$ cat src/rtl/conv_window_fetch.sv
// 3x3 window fetcher: raster-scans an image held in a single-port SRAM bank
// and presents zero-padded neighbourhoods over a valid/ready handshake.
module conv_window_fetch #(
    parameter int IMG_W  = 256,
    parameter int IMG_H  = 128,
    parameter int ADDR_W = 15,
    parameter int DATA_W = 8
) (
    input  logic                       clk,
    input  logic                       rst_n,
    input  logic                       start,
    output logic                       busy,
    output logic                       done,
    output logic                       sram_en,
    output logic                       sram_wen,
    output logic [ADDR_W-1:0]          sram_addr,
    output logic [DATA_W-1:0]          sram_d,
    input  logic [DATA_W-1:0]          sram_q,
    output logic                       win_valid,
    input  logic                       win_ready,
    output logic [9*DATA_W-1:0]        win_data,
    output logic [$clog2(IMG_H)-1:0]   win_row,
    output logic [$clog2(IMG_W)-1:0]   win_col
);

    localparam int ROW_W = $clog2(IMG_H);
    localparam int COL_W = $clog2(IMG_W);

    typedef enum logic [1:0] {IDLE, FETCH, DRAIN, OUT} state_t;

    state_t            state;
    logic [ROW_W-1:0]  row;
    logic [COL_W-1:0]  col;
    logic [3:0]        k;
    logic              pad_d;
    logic              tap_in;
    logic              last_pix;
    int                tap_r;
    int                tap_c;

    assign sram_wen = 1'b1;
    assign sram_d   = '0;
    assign last_pix = (row == ROW_W'(IMG_H - 1)) && (col == COL_W'(IMG_W - 1));

    // Tap k sits at (row + k/3 - 1, col + k%3 - 1); out-of-image taps are padded.
    always_comb begin
        tap_r     = int'(row) + int'(k) / 3 - 1;
        tap_c     = int'(col) + int'(k) % 3 - 1;
        tap_in    = (tap_r >= 0) && (tap_r < IMG_H) && (tap_c >= 0) && (tap_c < IMG_W);
        sram_en   = 1'b0;
        sram_addr = '0;
        if (state == FETCH && tap_in) begin
            sram_en   = 1'b1;
            sram_addr = ADDR_W'(tap_r * IMG_W + tap_c);
        end
    end

    always_ff @(posedge clk or negedge rst_n) begin
        if (!rst_n) begin
            state     <= IDLE;
            row       <= '0;
            col       <= '0;
            k         <= '0;
            pad_d     <= 1'b0;
            busy      <= 1'b0;
            done      <= 1'b0;
            win_valid <= 1'b0;
            win_data  <= '0;
            win_row   <= '0;
            win_col   <= '0;
        end else begin
            done <= 1'b0;
            case (state)
                IDLE: begin
                    // busy is still high only during the done cycle; start is ignored then.
                    if (busy) begin
                        busy <= 1'b0;
                    end else if (start) begin
                        row   <= '0;
                        col   <= '0;
                        k     <= '0;
                        busy  <= 1'b1;
                        state <= FETCH;
                    end
                end
                FETCH: begin
                    // Read data for tap k-1 arrives now, one cycle after its issue.
                    if (k != 4'd0)
                        win_data[(int'(k) - 1) * DATA_W +: DATA_W] <= pad_d ? '0 : sram_q;
                    pad_d <= !tap_in;
                    k     <= k + 4'd1;
                    if (k == 4'd8)
                        state <= DRAIN;
                end
                DRAIN: begin
                    win_data[8 * DATA_W +: DATA_W] <= pad_d ? '0 : sram_q;
                    win_valid <= 1'b1;
                    win_row   <= row;
                    win_col   <= col;
                    state     <= OUT;
                end
                OUT: begin
                    if (win_valid && win_ready) begin
                        win_valid <= 1'b0;
                        k         <= '0;
                        if (last_pix) begin
                            done  <= 1'b1;
                            state <= IDLE;
                        end else begin
                            if (col == COL_W'(IMG_W - 1)) begin
                                col <= '0;
                                row <= row + ROW_W'(1);
                            end else begin
                                col <= col + COL_W'(1);
                            end
                            state <= FETCH;
                        end
                    end
                end
                default: state <= IDLE;
            endcase
        end
    end

endmodule

$ cat config.mk
export PLATFORM = sky130hd
export DESIGN_NAME = conv_window_fetch
export DESIGN_NICKNAME = d
export VERILOG_FILES = /design/src/rtl/conv_window_fetch.sv
export SDC_FILE = /design/constraint.sdc
export NUM_CORES = 1
export LEC_CHECK = 0
export ABC_AREA = 1
export ABC_CLOCK_PERIOD_IN_PS = 6300
export CAP_MARGIN = 20
export CORE_AREA = 5 5 136 138
export CTS_BUF_LIST = sky130_fd_sc_hd__clkbuf_4 sky130_fd_sc_hd__clkbuf_8
export CTS_CLUSTER_SIZE = 40
export DETAILED_ROUTE_END_ITERATION = 10
export DIE_AREA = 0 0 141 143
export PLACE_DENSITY = 0.77
export SLEW_MARGIN = 0
export SYNTH_ARGS = -nofsm -noshare
export SYNTH_HDL_FRONTEND = slang
export SYNTH_SLANG_ARGS = --single-unit
$ cat constraint.sdc
create_clock -name clk -period 6.3 [get_ports clk]
set_clock_uncertainty 0.05 [all_clocks]
set_input_delay 1.26 -clock clk [delete_from_list [all_inputs] [get_ports clk]]
set_output_delay 1.26 -clock clk [all_outputs]
set_load 0.1 [all_outputs]
==> impl_results.md, run 1 <==
- Minimum clock period: 6.662 ns
- Drt pass-1 iters: 6
- Area delta synth->final: 32.70%
- Seq/Total Area, Yosys: 32.13%
- H-Tree Depth: 3
- Critical Path Slowest Stage Cell: dfrtp_2
- Met2 wire len: 12.11 mm
- Post-Syn Area per Cell: 6.973 um2
- CP startpoint kind: flip-flop
- GP Congestion: 1.002
- Share of layout cells above drive strength 1: 17.66%
- Synth cell count leaders: 331 x nand2_1, 212 x inv_1, 120 x o21ai_0
- Period utilisation layout: 105.7%
- RSZ-0062 raised after global routing: yes
- N_diodes: 0
- Critical R2R Launch: k[2]$_DFFE_PN0P_
- Die H: 143 um
- Number of synthesized flops with an enable pin: 0
- First-pass GRT wire length: 41.19 mm
- Arrival time at the worst endpoint: 5.35 ns
- Worst path required time: 4.99 ns
- Routed wire length: 25.86 mm
- Total GRT Usage: 25.09%
- I/O pin count: 127
- Port Buffer Count: 117
- Leading area contributor after synthesis: dfrtp_1
- Inserted Clock Buffers: 9
- R2R Path End: pad_d$_DFFE_PN0P_
- Crit path max-delay family: simple AND/OR/NAND/NOR gates
- Initial core utilization: 51.14%
- Drt drc: 0
- Synth unique cells: 50
- Worst Min Path Start: win_data[52]$_DFFE_PN0P_
- DR vias: 8894
- DP Area: 10490 um2
- Worst Hold Depth: 2
- Post-Layout Inst Area: 11580 um2
- Post-synth top area share: 32.13%
- Max FO, Critical Path: 5
- Yosys reg bits: 112
- DRT iter0 DRCs: 851
- Final Max Slew Viols: 0
- Synth Flop Type: dfrtp_1
- R2r setup slk: 1.19 ns
- Fin nets: 1509
- M1 WL: 10.83 mm
- Most instantiated library cell after synthesis: nand2_1
- Max Cap Violations: 0
- Endpoint type of the worst setup path: output pin
- Uppermost layer routed: met4
- Hold WS: 0.4435 ns
- Rows: 48
- Cell area after technology mapping: 8723 um2
- TritonCTS clock tree: done
- Critical Path Max Stage Delay: 0.47 ns
- Root Buffer: clkbuf_8
- Core box area: 17060 um2
- Hold Path Class: flip-flop to flip-flop
- F_max: 150.1 MHz
- Failing checks: negative setup slack
- Hold EP: win_data[52]$_DFFE_PN0P_
- Worst path depth: 36
- Syn Inst Count: 1251
- Gr ovfl total: 0
- Routed len/inst: 15.71 um
- Setup ws final: -0.3617 ns
- Clock Latency Late Sink: 0.39 ns
- Final Hold Viols: 0
- Hpwl dp: 19.14 mm
- Kind of critical path: flip-flop to output pin
- Status: complete, but fails checks
- Slew headroom: 33.17%
- Clk sinks: 112
- Largest net degree at the start of global routing: 60
- Largest cells by area after synthesis: dfrtp_1 32%, nand2_1 14%, ha_1 11%
- Die area: 20160 um2
- Post-synth ARST share: 100.0%
- Vias in the first global route: 8386
- Met3 wire len: 1.940 mm
- Worst setup path startpoint: k[2]$_DFFE_PN0P_
- Worst-case clock buffer depth: 2
- CP bufs+invs: 8
- Die W: 141 um
- Antenna-violating nets left: 0
- Via-to-Cell Ratio: 5.403
- Worst Tran Pin Value: 0.9994 ns
- Initial antenna violation count: 0
- Clock-pin slew on the worst setup and hold paths: 0.12 ns
- Final-report setup violation count: 16
- Syn. warnings: 0
- R2R cell count: 33
## placed cells by master, fill, tap and decap left out, types with 4 or more instances in the layout
cell               n
nand4_1           23
nand2_1          302
inv_1            202
nor3_1            13
nor4_1             4
buf_4             58
a21oi_2            6
ha_1              62
a21oi_4            4
buf_12            17
o21ai_1           12
nor2_4            23
conb_1             9
clkinv_8           4
a31oi_1            6
o32ai_1            7
inv_2             13
nand3_1           50
o21ai_0          112
ha_2               5
nor2_1            67
xor2_1            17
ha_4              11
nor2_2            13
a21oi_1           50
nand3_2           10
xnor2_1           11
dfrtp_1          110
nand2_2           29
clkdlybuf4s50_1  100
nand2_4            9
clkbuf_8           9
## cell families (layout without fill, tap and decap cells)
| family | count (synthesis) | count (layout) | synth area share (%) |
|---|---|---|---|
| and+or+nand+nor | 562 | 562 | 28.10 |
| AOI/OAI and AO/OA | 211 | 211 | 13.12 |
| buffers and inverters | 252 | 415 | 11.55 |
| other | 2 | 9 | 0.08609 |
| adders and majority gates | 81 | 81 | 11.88 |
| DFF | 112 | 112 | 32.13 |
| xor gates and xnor gates | 30 | 30 | 3.012 |
| muxes | 1 | 1 | 0.1291 |
## timing repair
action / 4_1_cts / 5_1_grt
buffers inserted: 23 / 10
hold buffers: 0 / 0
setup endpoints to repair: 16 / 16
cloned: 2 / 0
resized for setup: 91 / 65
pin swaps: 13 / 46
## sequential cells by signal, indices dropped and copies added, names as in the netlist
register and count:
win_data 72, done 1, win_row 7, win_col 8, state 2, busy 1, k 4, row 7
pad_d 1, col 8, win_valid 1
## metrics by stage
stage | instances | setup slack (ns) | util [%] | setup TNS (ns)
2_1_floorplan | 1258 | -0.1213 | - | -0.7081
3_3_place_gp | 1597 | 0.004960 | 61.48 | 0
3_5_place_dp | 1597 | -0.08644 | 61.48 | -0.2158
4_1_cts | 1638 | -0.2305 | 66.23 | -1.787
5_1_grt | 1646 | -0.6752 | 67.87 | -9.060
6_report | 1646 | -0.3617 | 67.87 | -4.509
## cell type report
type,count,area (um2)
inverters,219,842.1
flip-flops and latches,112,2805
multi-input cells,894,5569
well taps,225,281.5
fillers,1431,5480
repair buffers,180,1853
clock inverters,7,101.3
clock buffers,9,123.9
## per-layer routing
| metal | vias to the layer above | track usage, % |
|---|---|---|
| met2 | 369 | 41.73 |
| li1 | 4318 | - |
| met5 | - | 0 |
| met4 | 0 | 8.822 |
| met1 | 4131 | 32.70 |
| met3 | 76 | 5.191 |
## tightest hold or removal path, stage by stage, from the launching register on
cell and delay (ns):
dfrtp_1 0.36, nand2_1 0.05, o21ai_0 0.05
## worst max-delay path by stage
| stage | slack (ns) | to |
|---|---|---|
| after floorplan | -0.12 | sram_addr[0] |
| after global placement | 0.005 | sram_addr[14] |
| after detailed placement | -0.09 | sram_addr[14] |
| after CTS | -0.23 | sram_addr[14] |
| after global routing | -0.68 | sram_addr[14] |
| final | -0.36 | sram_addr[14] |
Power of run 1 is not shown: default switching activity piles up to over one toggle a cycle in this logic, so the estimate is an artifact.
==> inputs of run 2 (changes only) <==
--- a/config.mk
+++ b/config.mk
@@ -10,6 +10,7 @@
 export CAP_MARGIN = 20
 export CORE_AREA = 5 5 136 138
 export CTS_BUF_LIST = sky130_fd_sc_hd__clkbuf_4 sky130_fd_sc_hd__clkbuf_8
+export CTS_CLUSTER_DIAMETER = 60
 export CTS_CLUSTER_SIZE = 40
 export DETAILED_ROUTE_END_ITERATION = 10
 export DIE_AREA = 0 0 141 143
==> results of run 2 <==
Same layout as run 1: the final DEF is identical, and so are final timing and power.
Power of run 2 is left out for the same reason.
==> inputs of run 3 (changes only) <==
--- a/config.mk
+++ b/config.mk
@@ -14,6 +14,7 @@
 export CTS_CLUSTER_SIZE = 40
 export DETAILED_ROUTE_END_ITERATION = 10
 export DIE_AREA = 0 0 141 143
+export GPL_TIMING_DRIVEN = 1
 export PLACE_DENSITY = 0.77
 export SLEW_MARGIN = 0
 export SYNTH_ARGS = -nofsm -noshare
==> constraint.sdc (replaced) <==
create_clock -name clk -period 6.3 [get_ports clk]
set_clock_uncertainty 0.05 [all_clocks]
set_input_delay 0.63 -clock clk [delete_from_list [all_inputs] [get_ports clk]]
set_output_delay 0.63 -clock clk [all_outputs]
set_load 0.1 [all_outputs]
==> run 3 against run 2 <==
  * The flow now finishes without violations
  * Routed wire length is 4.0% lower
  * Cell area is 5.3% lower
  * Non-clock buffer count is 37 lower
  * Maximum frequency is 7.1% higher
  * Worst hold slack worse by 0.24 ns
  * Die area stayed put
  * Largest cell class unchanged
  * Highest routed layer unchanged
==> impl_results.md, run 3 (synthesis gave the netlist of run 1 again) <==
- Status: finished clean (was complete, but fails checks)
- DR vias: 8661 (was 8894)
- Crit path capture: sram_addr[14] (unchanged)
- Rows: 48 (unchanged)
- Hold WS: 0.2073 ns (was 0.4435 ns)
- Via-to-Cell Ratio: 5.383 (was 5.403)
- I/O pin count: 127 (unchanged)
- CP startpoint kind: flip-flop (unchanged)
- Most frequent cells in the layout: 315 x nand2_1, 209 x inv_1, 119 x o21ai_0 (was 302 x nand2_1, 202 x inv_1, 112 x o21ai_0)
- Largest net degree at the start of global routing: 59 (was 60)
- N_diodes: 0 (unchanged)
- Port Buffer Count: 117 (unchanged)
- Arrival time at the worst endpoint: 5.54 ns (was 5.35 ns)
- Worst setup path startpoint: k[3]$_DFFE_PN0P_ (was k[2]$_DFFE_PN0P_)
- Area delta synth->final: 25.66% (was 32.70%)
- Max FO, Critical Path: 6 (was 5)
- Slew headroom: 31.73% (was 33.17%)
- Inserted Clock Buffers: 9 (unchanged)
- Final-report setup violation count: 0 (was 16)
- Hold Path Class: input pin to asynchronous set/reset pin (was flip-flop to flip-flop)
- First-pass GRT wire length: 39.13 mm (was 41.19 mm)
- TritonCTS clock tree: done (unchanged)
- Worst Tran Pin Value: 1.021 ns (was 0.9994 ns)
- Antenna-violating nets left: 0 (unchanged)
- Routed len/inst: 15.43 um (was 15.71 um)
- H-Tree Depth: 3 (unchanged)
- Final setup TNS: 0 ns (was -4.509 ns)
- Total GRT Usage: 23.84% (was 25.09%)
- Setup WS pre-CTS: 0.1648 ns (was -0.08644 ns)
- Share of layout cells above drive strength 1: 12.14% (was 17.66%)
- Hpwl dp: 18.91 mm (was 19.14 mm)
- Register area: 2805 um2 (unchanged)
- Final Max Slew Viols: 0 (unchanged)
- Vias in the first global route: 7933 (was 8386)
- Period utilisation layout: 98.69% (was 105.7%)
- Endpoint type of the worst setup path: output pin (unchanged)
- Final Hold Viols: 0 (unchanged)
- Routed wire length: 24.83 mm (was 25.86 mm)
- GP Congestion: 0.9473 (was 1.002)
- Number of flip-flops in the largest register: 72 (unchanged)
- Core box area: 17060 um2 (unchanged)
- Minimum clock period: 6.217 ns (was 6.662 ns)
- Largest regs: win_data (72), col (8), win_col (8) (unchanged)
- Worst-case clock buffer depth: 2 (unchanged)
- Layout fillers: 1491 (was 1431)
- Die area: 20160 um2 (unchanged)
- Initial core utilization: 51.14% (unchanged)
- F_max: 160.8 MHz (was 150.1 MHz)
- Root Buffer: clkbuf_8 (unchanged)
- Drt pass-1 iters: 8 (was 6)
- Area of the multi-input gates: 5251 um2 (was 5569 um2)
- Register bank with the most flops: win_data (unchanged)
- Die H: 143 um (unchanged)
- Critical Path Max Stage Delay: 0.50 ns (was 0.47 ns)
- R2R Path End: pad_d$_DFFE_PN0P_ (unchanged)
- Worst path required time: 5.62 ns (was 4.99 ns)
- DRT iter0 DRCs: 706 (was 851)
- Commonest non-fill, non-tap cell in the layout: nand2_1 (unchanged)
- Gr ovfl total: 0 (unchanged)
- Initial antenna violation count: 0 (unchanged)
- Max Cap Violations: 0 (unchanged)
- Fin nets: 1472 (was 1509)
- Clock-pin slew on the worst setup and hold paths: 0.11 ns (was 0.12 ns)
- Critical R2R Launch: k[3]$_DFFE_PN0P_ (was k[2]$_DFFE_PN0P_)
- Critical Path Slowest Stage Cell: dfrtp_2 (unchanged)
- Drt drc: 0 (unchanged)
- R2r setup slk: 1.21 ns (was 1.19 ns)
- Kind of critical path: flip-flop to output pin (unchanged)
- Setup ws final: 0.08271 ns (was -0.3617 ns)
- Die W: 141 um (unchanged)
- Clk sinks: 112 (unchanged)
- R2R cell count: 30 (was 33)
- Clock Latency Late Sink: 0.39 ns (about the same)
==> run 3: cell count changes in the layout (fill, tap and decap cells not counted), moves of 7 or more <==
cell	before	now
o21ai_0	112	119
buf_4	58	22
nor2_2	13	27
inv_1	202	209
nand2_2	29	21
inv_2	13	6
nand3_1	50	57
nor2_4	23	5
nand2_1	302	315
==> run 3: area by class of cell <==
type                    count  share of cell area [%]
clock inverters             7                  0.7533
flip-flops and latches    112                   25.59
clock buffers               9                   1.130
inverters                 219                   7.590
repair buffers            143                   14.46
well taps                 225                   2.568
multi-input cells         894                   47.91
==> run 3: what timing repair did <==
item / 4_1_cts / 5_1_grt
hold buffers: 0 / 0
gates resized for setup: 7 / 74
pin swaps: 1 / 21
setup endpoints to repair: 16 / 16
setup buffers: 4 / 12
==> run 3: through the flow <==
step                instances  cell area, um2  util [%]
floorplan                1258            8757         -
global placement         1576           10250     60.11
detailed placement       1576           10250     60.11
CTS                      1596           10510     61.64
global route             1609           10960     64.27
finish                   1609           10960     64.27
==> run 3: how the worst min path moves through the flow <==
stage / endpoint / startpoint / slack, ns
after floorplan: busy$_DFFE_PN0N_ / rst_n / 0.28
after global placement: win_data[11]$_DFFE_PN0P_ / win_data[11]$_DFFE_PN0P_ / 0.42
after detailed placement: win_data[62]$_DFFE_PN0P_ / win_data[62]$_DFFE_PN0P_ / 0.42
after CTS: win_data[15]$_DFFE_PN0P_ / rst_n / 0.21
after global routing: win_data[63]$_DFFE_PN0P_ / rst_n / 0.25
final: win_data[15]$_DFFE_PN0P_ / rst_n / 0.21
==> run 3: per-layer routing <==
metal / share of wire (%) / wire, um / track usage, % / vias to the layer above
met2: 46 / 11400 / 38.71 / 389
met5: 0 / 0 / 0 / -
met4: 2.4 / 593 / 6.578 / 0
met1: 43 / 10790 / 32.63 / 3980
li1: - / - / - / 4242
met3: 8.3 / 2050 / 4.923 / 50
==> run 3: worst max-delay path: cells and delay by family (launching register included) <==
family	cells	cell delay, ns
DFF	1	0.50
AOI/OAI and AO/OA	5	0.80
xor gates and xnor gates	3	0.53
and+or+nand+nor	14	1.56
buffers and inverters	5	0.44
adders and majority gates	5	1.29
Power of run 3 is left out for the same reason.
